File: config.mk
export PLATFORM = sky130hd
export DESIGN_NAME = seq_divider
export DESIGN_NICKNAME = d
export VERILOG_FILES = /design/src/rtl/seq_divider.sv
export SDC_FILE = /design/constraint.sdc
export NUM_CORES = 1
export LEC_CHECK = 0
export BUFFER_PORTS_ARGS = -buffer_cell sky130_fd_sc_hd__buf_2
export CAP_MARGIN = 30
export CORE_MARGIN = 2
export CORE_UTILIZATION = 56
export DETAILED_ROUTE_END_ITERATION = 8
export MAX_ROUTING_LAYER = met4
export PLACE_DENSITY = 0.77
export SYNTH_ARGS = -nofsm -noshare
export SYNTH_HDL_FRONTEND = slang
export SYNTH_SLANG_ARGS = --single-unit
File: constraint.sdc
create_clock -name Clk -period 3.2 [get_ports Clk]
set_input_delay 0.64 -clock Clk [delete_from_list [all_inputs] [get_ports Clk]]
set_output_delay 0.64 -clock Clk [all_outputs]
set_load 0.05 [all_outputs]
File: src/rtl/seq_divider.sv
// rtl/seq_divider.sv - sequential restoring divider; DIV_SIGNED_EN selects two's-complement operation
module seq_divider #(
    parameter int WIDTH = 8
) (
    input  logic             Clk,
    input  logic             Reset_Load_Clr,
    input  logic             run_i,
    input  logic [WIDTH-1:0] sw_i,
    output logic [WIDTH-1:0] Aval,
    output logic [WIDTH-1:0] Bval,
    output logic             sign_LED,
    output logic             busy_o,
    output logic             div0_o,
    output logic             ovf_o
);

    localparam int CW = (WIDTH > 1) ? $clog2(WIDTH) : 1;

    typedef enum logic [2:0] {IDLE, PREP, ITER, FIX, DONE} state_t;

    state_t           state;
    state_t           state_next;
    logic [CW-1:0]    count;
    logic [WIDTH-1:0] divisor;
    logic [WIDTH-1:0] dvs_mag;
    logic [WIDTH-1:0] quo;
    logic [WIDTH-1:0] rem;
    logic             div0_path;

    logic [WIDTH-1:0] dvd_mag_c;
    logic [WIDTH-1:0] dvs_mag_c;
    logic [WIDTH:0]   rem_shift;
    logic [WIDTH:0]   trial;
    logic             last_iter;
    logic [WIDTH-1:0] quo_fix;
    logic [WIDTH-1:0] rem_fix;

`ifdef DIV_SIGNED_EN
    logic q_neg;
    logic r_neg;
    logic ovf_path;

    assign dvd_mag_c = Bval[WIDTH-1] ? (~Bval + 1'b1) : Bval;
    assign dvs_mag_c = divisor[WIDTH-1] ? (~divisor + 1'b1) : divisor;
    assign quo_fix   = q_neg ? (~quo + 1'b1) : quo;
    assign rem_fix   = r_neg ? (~rem + 1'b1) : rem;
`else
    assign dvd_mag_c = Bval;
    assign dvs_mag_c = divisor;
    assign quo_fix   = quo;
    assign rem_fix   = rem;
    assign sign_LED  = 1'b0;
    assign ovf_o     = 1'b0;
`endif

    // Remainder stays below the divisor, so the shifted value fits WIDTH+1 bits
    // and the borrow bit of the trial subtraction decides restore vs keep.
    assign rem_shift = {rem, quo[WIDTH-1]};
    assign trial     = rem_shift - {1'b0, dvs_mag};
    assign last_iter = (count == CW'(WIDTH - 1));
    assign busy_o    = (state == PREP) || (state == ITER) || (state == FIX);

    always_ff @(posedge Clk) begin
        if (Reset_Load_Clr) begin
            state <= IDLE;
        end else begin
            state <= state_next;
        end
    end

    always_comb begin
        state_next = state;
        case (state)
            IDLE:    if (run_i) state_next = PREP;
            PREP:    state_next = (divisor == '0) ? FIX : ITER;
            ITER:    if (last_iter) state_next = FIX;
            FIX:     state_next = DONE;
            DONE:    if (!run_i) state_next = IDLE;
            default: state_next = IDLE;
        endcase
    end

    always_ff @(posedge Clk) begin
        if (Reset_Load_Clr) begin
            Aval      <= '0;
            Bval      <= sw_i;
            div0_o    <= 1'b0;
            count     <= '0;
            divisor   <= '0;
            dvs_mag   <= '0;
            quo       <= '0;
            rem       <= '0;
            div0_path <= 1'b0;
`ifdef DIV_SIGNED_EN
            sign_LED  <= 1'b0;
            ovf_o     <= 1'b0;
            q_neg     <= 1'b0;
            r_neg     <= 1'b0;
            ovf_path  <= 1'b0;
`endif
        end else begin
            case (state)
                IDLE: begin
                    if (run_i) divisor <= sw_i;
                end
                PREP: begin
                    rem       <= '0;
                    quo       <= dvd_mag_c;
                    dvs_mag   <= dvs_mag_c;
                    count     <= '0;
                    div0_o    <= 1'b0;
                    div0_path <= (divisor == '0);
`ifdef DIV_SIGNED_EN
                    ovf_o     <= 1'b0;
                    q_neg     <= Bval[WIDTH-1] ^ divisor[WIDTH-1];
                    r_neg     <= Bval[WIDTH-1];
                    ovf_path  <= (Bval == {1'b1, {(WIDTH-1){1'b0}}}) && (divisor == '1);
`endif
                end
                ITER: begin
                    quo   <= {quo[WIDTH-2:0], ~trial[WIDTH]};
                    rem   <= trial[WIDTH] ? rem_shift[WIDTH-1:0] : trial[WIDTH-1:0];
                    count <= last_iter ? '0 : count + 1'b1;
                end
                FIX: begin
                    if (div0_path) begin
                        Bval     <= '1;
                        Aval     <= Bval;
                        div0_o   <= 1'b1;
`ifdef DIV_SIGNED_EN
                        sign_LED <= 1'b0;
`endif
                    end else begin
                        Bval     <= quo_fix;
                        Aval     <= rem_fix;
`ifdef DIV_SIGNED_EN
                        // most-negative / -1 wraps back to itself; still flagged negative
                        sign_LED <= q_neg | ovf_path;
                        ovf_o    <= ovf_path;
`endif
                    end
                end
                default: ;
            endcase
        end
    end

endmodule

== After elaboration in Yosys (flattened, before gate mapping) ==
Cells that the tools add are included.
Widths: inputs -> output; s select.

* Memories: 0
* Memory bits (read-only): 0
* Bits in registers: 56
* Latch bits: 0
* Word-level logic and storage cells: 48
* RAM bits: 0
* Bits of input ports: 11

* Bitwise logic cells: 1
* Multiplexer cells: 16
* Shift-type cells: 0
* Magnitude comparators: 0
* Add/subtract/negate cells: 2
* Equal/unequal tests: 9
* Div/mod/pow operators: 0
* $mul: 0
* Reductions and logical operators: 10

{| class="wikitable"
|+ Operators with widths
! kind !! count
|-
| $mux 8 || 5
|-
| $pmux 8 s2 || 2
|-
| $pmux 3 s5 || 1
|-
| $mux 3 || 4
|-
| $sub 9x8->9 || 1
|-
| $logic_not 8->1 || 1
|-
| $ne 2x2->1 const B || 4
|-
| $eq 3x2->1 const B || 2
|-
| $eq 3x3->1 const B || 2
|-
| $pmux 3 s2 || 1
|-
| $reduce_bool 2->1 || 3
|-
| $reduce_and 2->1 || 2
|-
| $add 3x1->3 const B || 1
|-
| $eq 3x1->1 const B || 1
|-
| $logic_not 3->1 || 1
|-
| $reduce_and 3->1 || 1
|-
| $logic_or 1x1->1 || 2
|-
| $mux 1 || 2
|-
| $pmux 1 s2 || 1
|-
| $not 1->1 || 1
|}

== Longest topological paths before layout ==
Gate-level depths: netlist of run 1.

* Word-level depth: 3
* Gate-level depth with buffers: 10
* Mapped depth without buffers: 9

== Worst setup path before layout of run 1 ==
No wires, ideal clock.

* Kind: register -> register
* From: reg quo[7]
* To: reg rem[2]
* Setup slack: 1299 ps
* Data required time: 3076 ps
* Data arrival time: 1777 ps
* Period minus slack after synthesis: 1901 ps
* Stages on the path, launching flop included: 11
* Cell sequence: dfxtp_1 -> inv_1 -> ha_1 -> inv_1 -> fa_1 -> nand3_1 -> a21oi_1 -> o211ai_2 -> buf_6 -> mux2i_1 -> o21ai_0

* Cells in the longest elaborated chain, start to end: 3

{| class="wikitable"
|+ RTL lines
! item !! RTL line !! text
|-
| start, declared || 26 || <nowiki>logic [WIDTH-1:0] quo;</nowiki>
|-
| start signal, assigned || 108 || <nowiki>quo <= dvd_mag_c;</nowiki>
|-
| start signal, assigned || 121 || <nowiki>quo <= {quo[WIDTH-2:0], ~trial[WIDTH]};</nowiki>
|-
| $sub 9x8->9 || 59 || <nowiki>assign trial = rem_shift - {1'b0, dvs_mag};</nowiki>
|-
| $mux 8 || 122 || <nowiki>rem <= trial[WIDTH] ? rem_shift[WIDTH-1:0] : trial[WIDTH-1:0];</nowiki>
|-
| $pmux 8 s2 || 102 || <nowiki>case (state)</nowiki>
|-
| end signal, assigned || 122 ||
|-
| end, declared || 27 || <nowiki>logic [WIDTH-1:0] rem;</nowiki>
|}

Every way passes these cells.
A chain may end at the register's enable or synchronous reset.

== Worst setup path after layout of run 1 ==
* From: reg quo[7]
* To: reg rem[0]

* Cells in the longest elaborated chain, start to end: 3

{| class="wikitable"
|+ RTL lines
! item !! RTL line
|-
| $sub 9x8->9 || 59
|-
| $mux 8 (*) || 122
|-
| $pmux 8 s2 (*) || 102
|}

Every way passes the cells marked *; elsewhere a longest branch is shown, timed or not.

==> out/metrics.csv, run 1 <==
metric,value,unit
yosys.area.top_type_share,0.3397,
async_flop_share,0,
synth_simple_gate_area_frac,0.2039,
seqPwrFrac,0.522,
ys_seq_elements,56,
grt-ovfl-total,0,
syn_to_final_growth,6.413,%
ys_top_cells_by_count,"nand2_1 (64), dfxtp_1 (48), nor2_1 (39)",
dp_hpwl,4481,µm
crit_fanout,12,
root_buffer,clkbuf_8,
setup_ws,0.9078,ns
synth_fa_ha_area_frac,0.05130,
min_period,2.292,ns
clkPwrFrac,0.236,
status,finished clean,
final_core_util,0.6290,
die_area,0.005636,mm²
switchingPower,0.0005288,W
viasPerCell,5.609,
yosys_warnings,0,
cts.path.max_buffers,2,
holdPathEnd,dvs_mag[1],
combPwrFrac,0.242,
remaining_drc_errors,0,
p_int,0.001055,W
final_net_count,366,
route.vias.total,2311,
synth_area,0.002829,mm²
yosysSeqAreaShare,0.4246,
r2r-end,rem[0],
rows,25,
grt_setup_unrepaired,no,
regArea,0.001201,mm²
port_buffers,28,
critPathArrivalTime,2.49,ns
startpoint,quo[7],
core,0.004786,mm²
rr_startpoint,quo[7],
n_antenna_cell,0,
crit_required,3.40,ns
path_class,reg2reg,
hold_buffers,0,
synth_edf_count,8,
slowest_delay,0.57,ns
setup_viol,0,
ir_drop,556.8,µV
end_kind,flop,
synth_top_family_by_area,simple AND/OR/NAND/NOR gates,
hold_path_class,reg2reg,
grt_max_degree,35,
cts.sink_count,56,
rrSetupSlack,0.91,ns
hold_ws,0.4608,ns
ant_nets,0,
clk_latency,0.31,ns
htreeDepth,2,
slew_headroom,0.4381,
ioPinCount,31,
firstDrtPassIters,4,
cts_made_buffers,5,
die_h,75.08,µm
grt_use_total,0.2358,
ys_types,50,
cp-start-kind,flop,
synth_compound_area_frac,0.1853,
p_leak,1.162,nW
fin_setup_tns,0,ns
post_cts_resized,0,
slowest_stage,o211ai_2,
wl_per_cell,14.57,µm
cts_setup_buffers,0,
drtIter0Drc,185,
grt_pass1_wl,9839,µm
fmax,436.3,MHz
syn_avg_cell_area,8.599,µm²
finalCritPeriodShare,0.7163,
r2r_cells,9,
cellPowerDensity,526.1,mW/mm²
multi_input_area,0.001440,mm²
routed_wl,6003,µm
dp.cells,404,
worst_pin_slew,0.8417,ns
yosysTopAreaCell,dfxtp_1,
grt_pass1_vias,2076,
netlist_instances,329,
clk_pin_slew,0.09,ns
min-delay-start,dvs_mag[1],
dieWidth,75.08,µm
hold_path_depth,2,
cts_tree,done,
finalHoldViolCount,0,
cp_cell_sequence,inv_1 -> ha_1 -> inv_1 -> fa_1 -> nand3_1 -> a21oi_1 -> o211ai_2 -> mux2i_1 -> a22o_1,
gp_congestion,0.8913,
yosysMostFrequentCell,nand2_1,
antenna_found_initial,0,
muxShareOfSynthArea,0.05661,
slew_viol_final,0,
synth.area.top_cells,"dfxtp_1 (34%), edfxtp_1 (8.5%), nand2_1 (8.5%), mux2i_1 (5.7%), nor2_1 (5.2%)",
start_util,0.5911,
cpMostUsedCell,inv_1,
max_cap_viol_count,0,
skew,0.01898,ns
nFillCells,444,
synth-xor-area-share,0.009288,
drive_gt1_frac,0.1333,
dp_slack,0.9332,ns
synthFlopType,dfxtp_1,
p_sw_frac,0.3339,
instances_no_fill,412,
cell families after synthesis:
kind of cell / after synthesis
other: 1
adder cells (fa/ha/maj): 11
multiplexers: 16
XOR/XNOR: 3
AND/OR/NAND/NOR: 129
buffers and inverters: 35
AO/OA/AOI/OAI: 78
flip-flops: 56
area by class of cell:
type                            count  area share
Timing Repair Buffer               30     0.05154
Multi-Input combinational cell    239      0.4784
Clock inverter                      2    0.004156
Inverter                           12     0.01496
Tap cell                           67     0.02785
Sequential cell                    56      0.3990
Clock buffer                        6     0.02411
critical path: cells and delay by family (launching register included):
kind,cells,cell delay (ns)
muxes,1,0.16
AOI/OAI and AO/OA,3,0.85
buffers and inverters,2,0.12
adders and majority gates,2,0.57
DFF,1,0.34
and+or+nand+nor,1,0.15
placed cells by master (no fill, tap or decap), types with 4 or more instances in the layout:
cell type and count:
nand2_1 64, dfxtp_1 48, nor2_1 39, buf_2 28
a21oi_1 27, mux2i_1 16, o21ai_0 13, inv_1 12
ha_1 10, edfxtp_1 8, a211oi_1 8, clkbuf_8 5
nand3_1 4, a31oi_1 4, a311oi_1 4
power groups by stage:
stage          registers, W  clock network, W  logic [W]
2_1_floorplan      0.000870                 0   0.000292
3_3_place_gp       0.000838                 0   0.000376
3_5_place_dp       0.000840                 0   0.000382
4_1_cts            0.000825          0.000378   0.000382
5_1_grt            0.000834          0.000406   0.000422
6_report           0.000827          0.000374   0.000383
per-layer routing:
metal | global-route usage | share of wire
met1 | 0.3263 | 0.49
met2 | 0.3577 | 0.45
met3 | 0.04284 | 0.046
met4 | 0.05952 | 0.016
met5 | - | 0
per-stage QoR:
step | area [µm²] | power [W]
after global placement | 2925 | 0.001214
after floorplan | 2833 | 0.001162
final | 3010 | 0.001584
after detailed placement | 2925 | 0.001223
after global routing | 3010 | 0.001662
after CTS | 3010 | 0.001585
how the worst max path moves through the flow:
stage | end | slack, ns | depth (start not counted)
2_1_floorplan | rem[2] | 1.30 | 10
6_report | rem[0] | 0.91 | 9
3_5_place_dp | rem[0] | 0.93 | 9
5_1_grt | rem[0] | 0.74 | 9
3_3_place_gp | rem[0] | 1.0 | 9
4_1_cts | rem[0] | 0.93 | 9
sequential cells by signal (all words and copies together), names as in the netlist:
| register | count |
|---|---|
| state | 3 |
| div0_path | 1 |
| divisor | 8 |
| count | 3 |
| quo | 8 |
| div0_o | 1 |
| Aval | 8 |
| rem | 8 |
| dvs_mag | 8 |
| Bval | 8 |
Power figures use the tool's default switching activity.
==> run 2, diff against run 1 <==
--- a/config.mk
+++ b/config.mk
@@ -5,13 +5,14 @@
 export SDC_FILE = /design/constraint.sdc
 export NUM_CORES = 1
 export LEC_CHECK = 0
+export ABC_AREA = 1
 export BUFFER_PORTS_ARGS = -buffer_cell sky130_fd_sc_hd__buf_2
 export CAP_MARGIN = 30
 export CORE_MARGIN = 2
-export CORE_UTILIZATION = 56
+export CORE_UTILIZATION = 52
 export DETAILED_ROUTE_END_ITERATION = 8
 export MAX_ROUTING_LAYER = met4
-export PLACE_DENSITY = 0.77
+export PLACE_DENSITY = 0.75
 export SYNTH_ARGS = -nofsm -noshare
 export SYNTH_HDL_FRONTEND = slang
 export SYNTH_SLANG_ARGS = --single-unit
==> constraint.sdc (replaced) <==
create_clock -name Clk -period 1.91 [get_ports Clk]
set_input_delay 0.382 -clock Clk [delete_from_list [all_inputs] [get_ports Clk]]
set_output_delay 0.382 -clock Clk [all_outputs]
set_load 0.05 [all_outputs]
==> run 2 against run 1 <==
Net effect:
- non-clock buffer count increased by 9
- core utilization decreased by 1.6 points
- critical endpoint is now rem[7]
- highest routed layer unchanged
- final cell count is 16% higher
- die area is 4.8% higher
- largest power group is now combinational logic
- hold slack worse by 0.13 ns
- worst setup slack got worse by 0.79 ns
- fmax is 28% higher
- critical path type unchanged
- area after synthesis down 2.4%
- sequential power is 86% higher
- critical path depth grew 5
- register-to-register slack worse by 0.79 ns
==> out/metrics.csv, run 2 <==
metric,value,unit,change
status,finished clean,,
viasPerCell,5.225,,-6.9%
port_buffers,28,,unchanged
clk_latency,0.31,ns,about the same
synth_edf_count,8,,unchanged
end_kind,flop,,
path_class,reg2reg,,
cellPowerDensity,1322,mW/mm²,+150%
start_util,0.5404,,-0.05069
rows,26,,+4.0%
ys_types,34,,-32%
cp_cell_sequence,inv_2 -> ha_4 -> inv_2 -> fa_2 -> nand2_2 -> nand2_2 -> nand3_2 -> nand2_2 -> nand2_2 -> nand2_4 -> nor2_2 -> nor2_1 -> nor2_1 -> nor2_1,,
cts_made_buffers,5,,unchanged
gp_congestion,0.8546,,-4.1%
antenna_found_initial,0,,unchanged
n_antenna_cell,0,,unchanged
yosys.area.top_type_share,0.3481,,+0.008469
yosys_warnings,0,,unchanged
yosysMostFrequentCell,nand2_1,,
p_leak,1.367,nW,+18%
remaining_drc_errors,0,,unchanged
grt_use_total,0.2260,,-0.009772
wl_per_cell,13.27,µm,-8.9%
cts.path.max_buffers,2,,unchanged
firstDrtPassIters,4,,unchanged
ant_nets,0,,unchanged
ioPinCount,31,,unchanged
cts.sink_count,56,,unchanged
hold_path_class,in2reg,,
yosysSeqAreaShare,0.4352,,+0.01059
core,0.005107,mm²,+6.7%
syn_avg_cell_area,7.380,µm²,-14%
cp-start-kind,flop,,
instances_no_fill,476,,+16%
finalCritPeriodShare,0.9365,,+0.2202
grt_pass1_vias,2248,,+8.3%
dp_hpwl,4560,µm,+1.8%
clk_pin_slew,0.10,ns,about the same
grt_max_degree,34,,-2.9%
grt_pass1_wl,10390,µm,+5.6%
slowest_delay,0.36,ns,-0.21 ns
slowest_stage,fa_2,,
drtIter0Drc,163,,-12%
fmax,559.1,MHz,+28%
route.vias.total,2487,,+7.6%
fin_setup_tns,0,ns,unchanged
async_flop_share,0,,unchanged
drive_gt1_frac,0.1749,,+0.04154
htreeDepth,2,,unchanged
ir_drop,691.8,µV,+24%
slew_viol_final,0,,unchanged
min-delay-start,sw_i[2],,
skew,0.006428,ns,-0.01255 ns
layout_commonest_cell,nand2_1,,
synth_area,0.002760,mm²,-2.4%
final_net_count,427,,+17%
dieWidth,76.86,µm,+2.4%
min_period,1.789,ns,-0.5035 ns
nFillCells,493,,+11%
syn_to_final_growth,13.37,%,
netlist_instances,374,,+14%
cts_tree,done,,
setup_ws,0.1213,ns,-0.7865 ns
root_buffer,clkbuf_8,,
ys_top_cells_by_count,"nand2_1 (97), dfxtp_1 (48), o21ai_0 (46)",,
synthFlopType,dfxtp_1,,
startpoint,quo[7],,
critPathArrivalTime,1.99,ns,-0.50 ns
finalHoldViolCount,0,,unchanged
mostFrequentLayoutCells,"nand2_1 (93), dfxtp_1 (46), o21ai_0 (46), inv_1 (34), nor2_1 (33)",,
crit_required,2.11,ns,-1.29 ns
dp.cells,466,,+15%
routed_wl,6315,µm,+5.2%
max_cap_viol_count,0,,unchanged
die_area,0.005907,mm²,+4.8%
dp_slack,-0.08461,ns,-1.018 ns
yosysTopAreaCell,dfxtp_1,,
die_h,76.86,µm,+2.4%
crit_family,simple AND/OR/NAND/NOR gates,,
synth.area.top_cells,"dfxtp_1 (35%), nand2_1 (13%), edfxtp_1 (8.7%), o21ai_0 (8.3%), a21oi_1 (4.9%)",,
cpMostUsedCell,nand2_2,,
setup_viol,0,,unchanged
rr_startpoint,quo[7],,
crit_buf_inv,2,,unchanged
grt-ovfl-total,0,,unchanged
ys_seq_elements,56,,unchanged
crit_fanout,8,,-4
## run 2: cell types whose count changed in the layout (fill, tap and decap cells not counted), sizes merged, moves of 5 or more
cell	delta
inv	+28
mux2i	-16
a211oi	-7
buf	+9
a311oi	-7
nand3	+13
nand2	+36
a31oi	+6
nor2	-5
o21ai	+32
## run 2: layout make-up
class	count	area (µm²)	area share
clock inverters	3	17.52	0.005598
inverters	40	155.1	0.04958
multi-input cells	263	1374	0.4390
repair buffers	39	222.7	0.07117
well taps	70	87.58	0.02799
clock buffers	5	68.82	0.02199
flip-flops and latches	56	1204	0.3846
## run 2: cells by family after synthesis
kind of cell	after synthesis	synth area share
AOI/OAI and AO/OA	87	0.1691
xor gates and xnor gates	3	0.009521
adders and majority gates	11	0.05258
buffers and inverters	56	0.08612
DFF	56	0.4352
other	1	0.001359
and+or+nand+nor	160	0.2461
## run 2: where the power goes
| group | switching [W] | internal [W] | total [W] |
|---|---|---|---|
| Sequential | 0.000146 | 0.00140 | 0.00154 |
| Combinational | 0.00127 | 0.000657 | 0.00193 |
| Clock | 0.000405 | 0.000258 | 0.000663 |
## run 2: path summary, 6_finish.rpt
path	end	slack (ns)	depth (start not counted)
max	rem[7]	0.12	14
min reg2reg	count[0]	0.47	1
min	divisor[2]	0.33	3
max reg2reg	rem[7]	0.12	14
## run 2: through the flow
stage	area [µm²]	power (W)	util	hold slack (ns)
5_1_grt	3129	0.004494	0.6127	0.3290
3_3_place_gp	2977	0.003355	0.5828	0.4469
3_5_place_dp	2977	0.003390	0.5828	0.4510
4_1_cts	3073	0.004060	0.6017	0.3291
2_1_floorplan	2764	0.003004	-	0.4289
6_report	3129	0.004138	0.6127	0.3345
## run 2: tightest hold or removal path: cells and delay by family
family / cells / cell delay [ns]
buffers and inverters: 1 / 0.08
AND/OR/NAND/NOR: 1 / 0.08
AO/OA/AOI/OAI: 1 / 0.07
## run 2: routing by layer
layer	GRT usage	wire length (µm)
met3	0.04118	259
met1	0.3007	2996
met2	0.3526	2972
met5	-	0
met4	0.06727	87
## run 2: timing repair
item,in CTS,in global routing
setup endpoints to repair,3,9
setup buffers,0,2
gates cloned,0,0
gates resized for setup,3,12
pin swaps,0,10
hold buffers,0,0
==> run 3, diff against run 2 <==
--- a/config.mk
+++ b/config.mk
@@ -5,7 +5,6 @@
 export SDC_FILE = /design/constraint.sdc
 export NUM_CORES = 1
 export LEC_CHECK = 0
-export ABC_AREA = 1
 export BUFFER_PORTS_ARGS = -buffer_cell sky130_fd_sc_hd__buf_2
 export CAP_MARGIN = 30
 export CORE_MARGIN = 2
==> run 3 against run 2 <==
Net effect:
- combinational power shrank 61%
- non-clock buffer count up 21
- largest power group is now registers
- clock skew grew 0.0040 ns
- highest routed layer unchanged
==> out/metrics.csv, run 3 (synthesis gave the netlist of run 1 again) <==
metric,value,unit,change
status,finished clean,,
path_class,reg2reg,,
clk_latency,0.32,ns,about the same
wl_per_cell,14.96,µm,+13%
root_buffer,clkbuf_8,,
grt_use_total,0.2300,,+0.004015
cellPowerDensity,847.6,mW/mm²,-36%
placed_area,0.003132,mm²,+5.2%
crit_fanout,8,,unchanged
grt-ovfl-total,0,,unchanged
cp-start-kind,flop,,
core,0.005172,mm²,+1.3%
finalHoldViolCount,0,,unchanged
p_leak,1.330,nW,-2.8%
critPathArrivalTime,2.10,ns,+0.11 ns
switchingPower,0.0009658,W,-47%
skew,0.01044,ns,+0.004016 ns
p_sw_frac,0.3421,,-0.09910
cts.sink_count,56,,unchanged
max_cap_viol_count,0,,unchanged
combPwrFrac,0.268,,-0.199
dp_hpwl,4843,µm,+6.2%
dieWidth,77.76,µm,+1.2%
routed_wl,6658,µm,+5.4%
p_int,0.001857,W,-20%
port_buffers,28,,unchanged
layout_commonest_cell,nand2_1,,
die_h,77.76,µm,+1.2%
dp.cells,434,,-6.9%
cts_tree,done,,
end_kind,flop,,
n_antenna_cell,0,,unchanged
drive_gt1_frac,0.2453,,+0.07046
viasPerCell,5.524,,+5.7%
route.vias.total,2458,,-1.2%
slowest_delay,0.39,ns,+0.03 ns
finalCritPeriodShare,0.9833,,+0.04683
remaining_drc_errors,0,,unchanged
clk_pin_slew,0.10,ns,about the same
min_period,1.878,ns,+0.08944 ns
gp_congestion,0.8710,,+1.9%
hold_path_class,in2reg,,
grt_setup_unrepaired,yes,,
slew_viol_final,0,,unchanged
mostFrequentLayoutCells,"nand2_1 (64), dfxtp_1 (46), nor2_1 (39), buf_4 (30), buf_2 (28)",,
slew_headroom,0.6046,,
crit_required,2.13,ns,+0.02 ns
die_area,0.006047,mm²,+2.4%
slowest_stage,dfxtp_1,,
cts.path.max_buffers,2,,unchanged
antenna_found_initial,0,,unchanged
grt_max_degree,23,,-32%
power,0.002823,W,-32%
final_net_count,396,,-7.3%
cts_made_buffers,5,,unchanged
ir_drop,536.7,µV,-22%
seqPwrFrac,0.488,,+0.115
setup_viol,0,,unchanged
htreeDepth,2,,unchanged
instances_no_fill,445,,-6.5%
grt_pass1_vias,2294,,+2.0%
syn_to_final_growth,17.74,%,
fmax,532.4,MHz,-4.8%
clkPwrFrac,0.244,,+0.084
ant_nets,0,,unchanged
cp_cell_sequence,ha_4 -> inv_2 -> fa_2 -> nand3_2 -> a211o_1 -> o211ai_2 -> buf_6 -> a32o_1 -> a21o_1,,
grt_pass1_wl,10810,µm,+4.1%
rows,26,,unchanged
ioPinCount,31,,unchanged
firstDrtPassIters,4,,unchanged
worst_pin_slew,0.5923,ns,
fin_area,0.003331,mm²,+6.4%
drtIter0Drc,114,,-30%
start_util,0.5469,,+0.006506
run 3: cell count changes in the layout (fill, tap and decap cells not counted), moves of 7 or more:
| cell | previous run | this run |
|---|---|---|
| buf_4 | 11 | 30 |
| a211oi_1 | 1 | 8 |
| inv_1 | 34 | 9 |
| o21ai_0 | 46 | 10 |
| nand3_1 | 16 | 3 |
| mux2i_1 | 0 | 16 |
| nand2_1 | 93 | 64 |
run 3: through the flow:
stage                     setup WS [ns]  hold WS (ns)  TNS [ns]  utilization
final                           0.03185        0.3183         0       0.6439
after global routing           -0.06275        0.3244   -0.2744       0.6439
after CTS                       0.02053        0.3151         0       0.6284
after detailed placement       -0.07279        0.4505  -0.07322       0.6055
after global placement         -0.03451        0.4440  -0.03451       0.6055
after floorplan                0.009392        0.4363         0            -
run 3: final timing paths:
kind | from | end | slack, ns | cells past startpoint
setup / recovery | dvs_mag[0] | rem[6] | 0.03 | 9
hold / removal | sw_i[0] | divisor[0] | 0.32 | 3
setup reg to reg | dvs_mag[0] | rem[6] | 0.03 | 9
hold reg to reg | dvs_mag[2] | dvs_mag[2] | 0.47 | 2
run 3: power groups by stage:
stage          clock, W  combinational, W  sequential [W]
2_1_floorplan         0          0.000489         0.00146
3_3_place_gp          0          0.000698         0.00140
3_5_place_dp          0          0.000712         0.00140
4_1_cts        0.000703          0.000726         0.00137
5_1_grt        0.000746          0.000830         0.00139
6_report       0.000688          0.000758         0.00138
run 3: repair_timing:
action	in CTS	in global routing
gates resized for setup	8	13
pin swaps	3	7
buffers inserted	0	3
hold buffers	0	0
endpoints found under the setup margin	8	8
run 3: layer usage:
metal,wire length [µm],track usage,vias to the layer above
met1,3078,0.3087,1164
met5,0,-,-
li1,-,-,1230
met3,248,0.03488,8
met4,70,0.04821,0
met2,3261,0.3707,56
run 3: layout make-up:
type	instances	area (µm²)
clock buffers	5	68.82
clock inverters	3	25.02
fillers	445	1842
inverters	12	45.04
multi-input cells	239	1513
flip-flops and latches	56	1204
well taps	70	87.58
repair buffers	60	387.9
run 3: worst max-delay path: cells and delay by family, from the launching register on:
kind	cells	cell delay (ns)
DFF	1	0.39
adders and majority gates	2	0.50
and+or+nand+nor	1	0.10
AOI/OAI and AO/OA	4	0.60
buffers and inverters	2	0.19
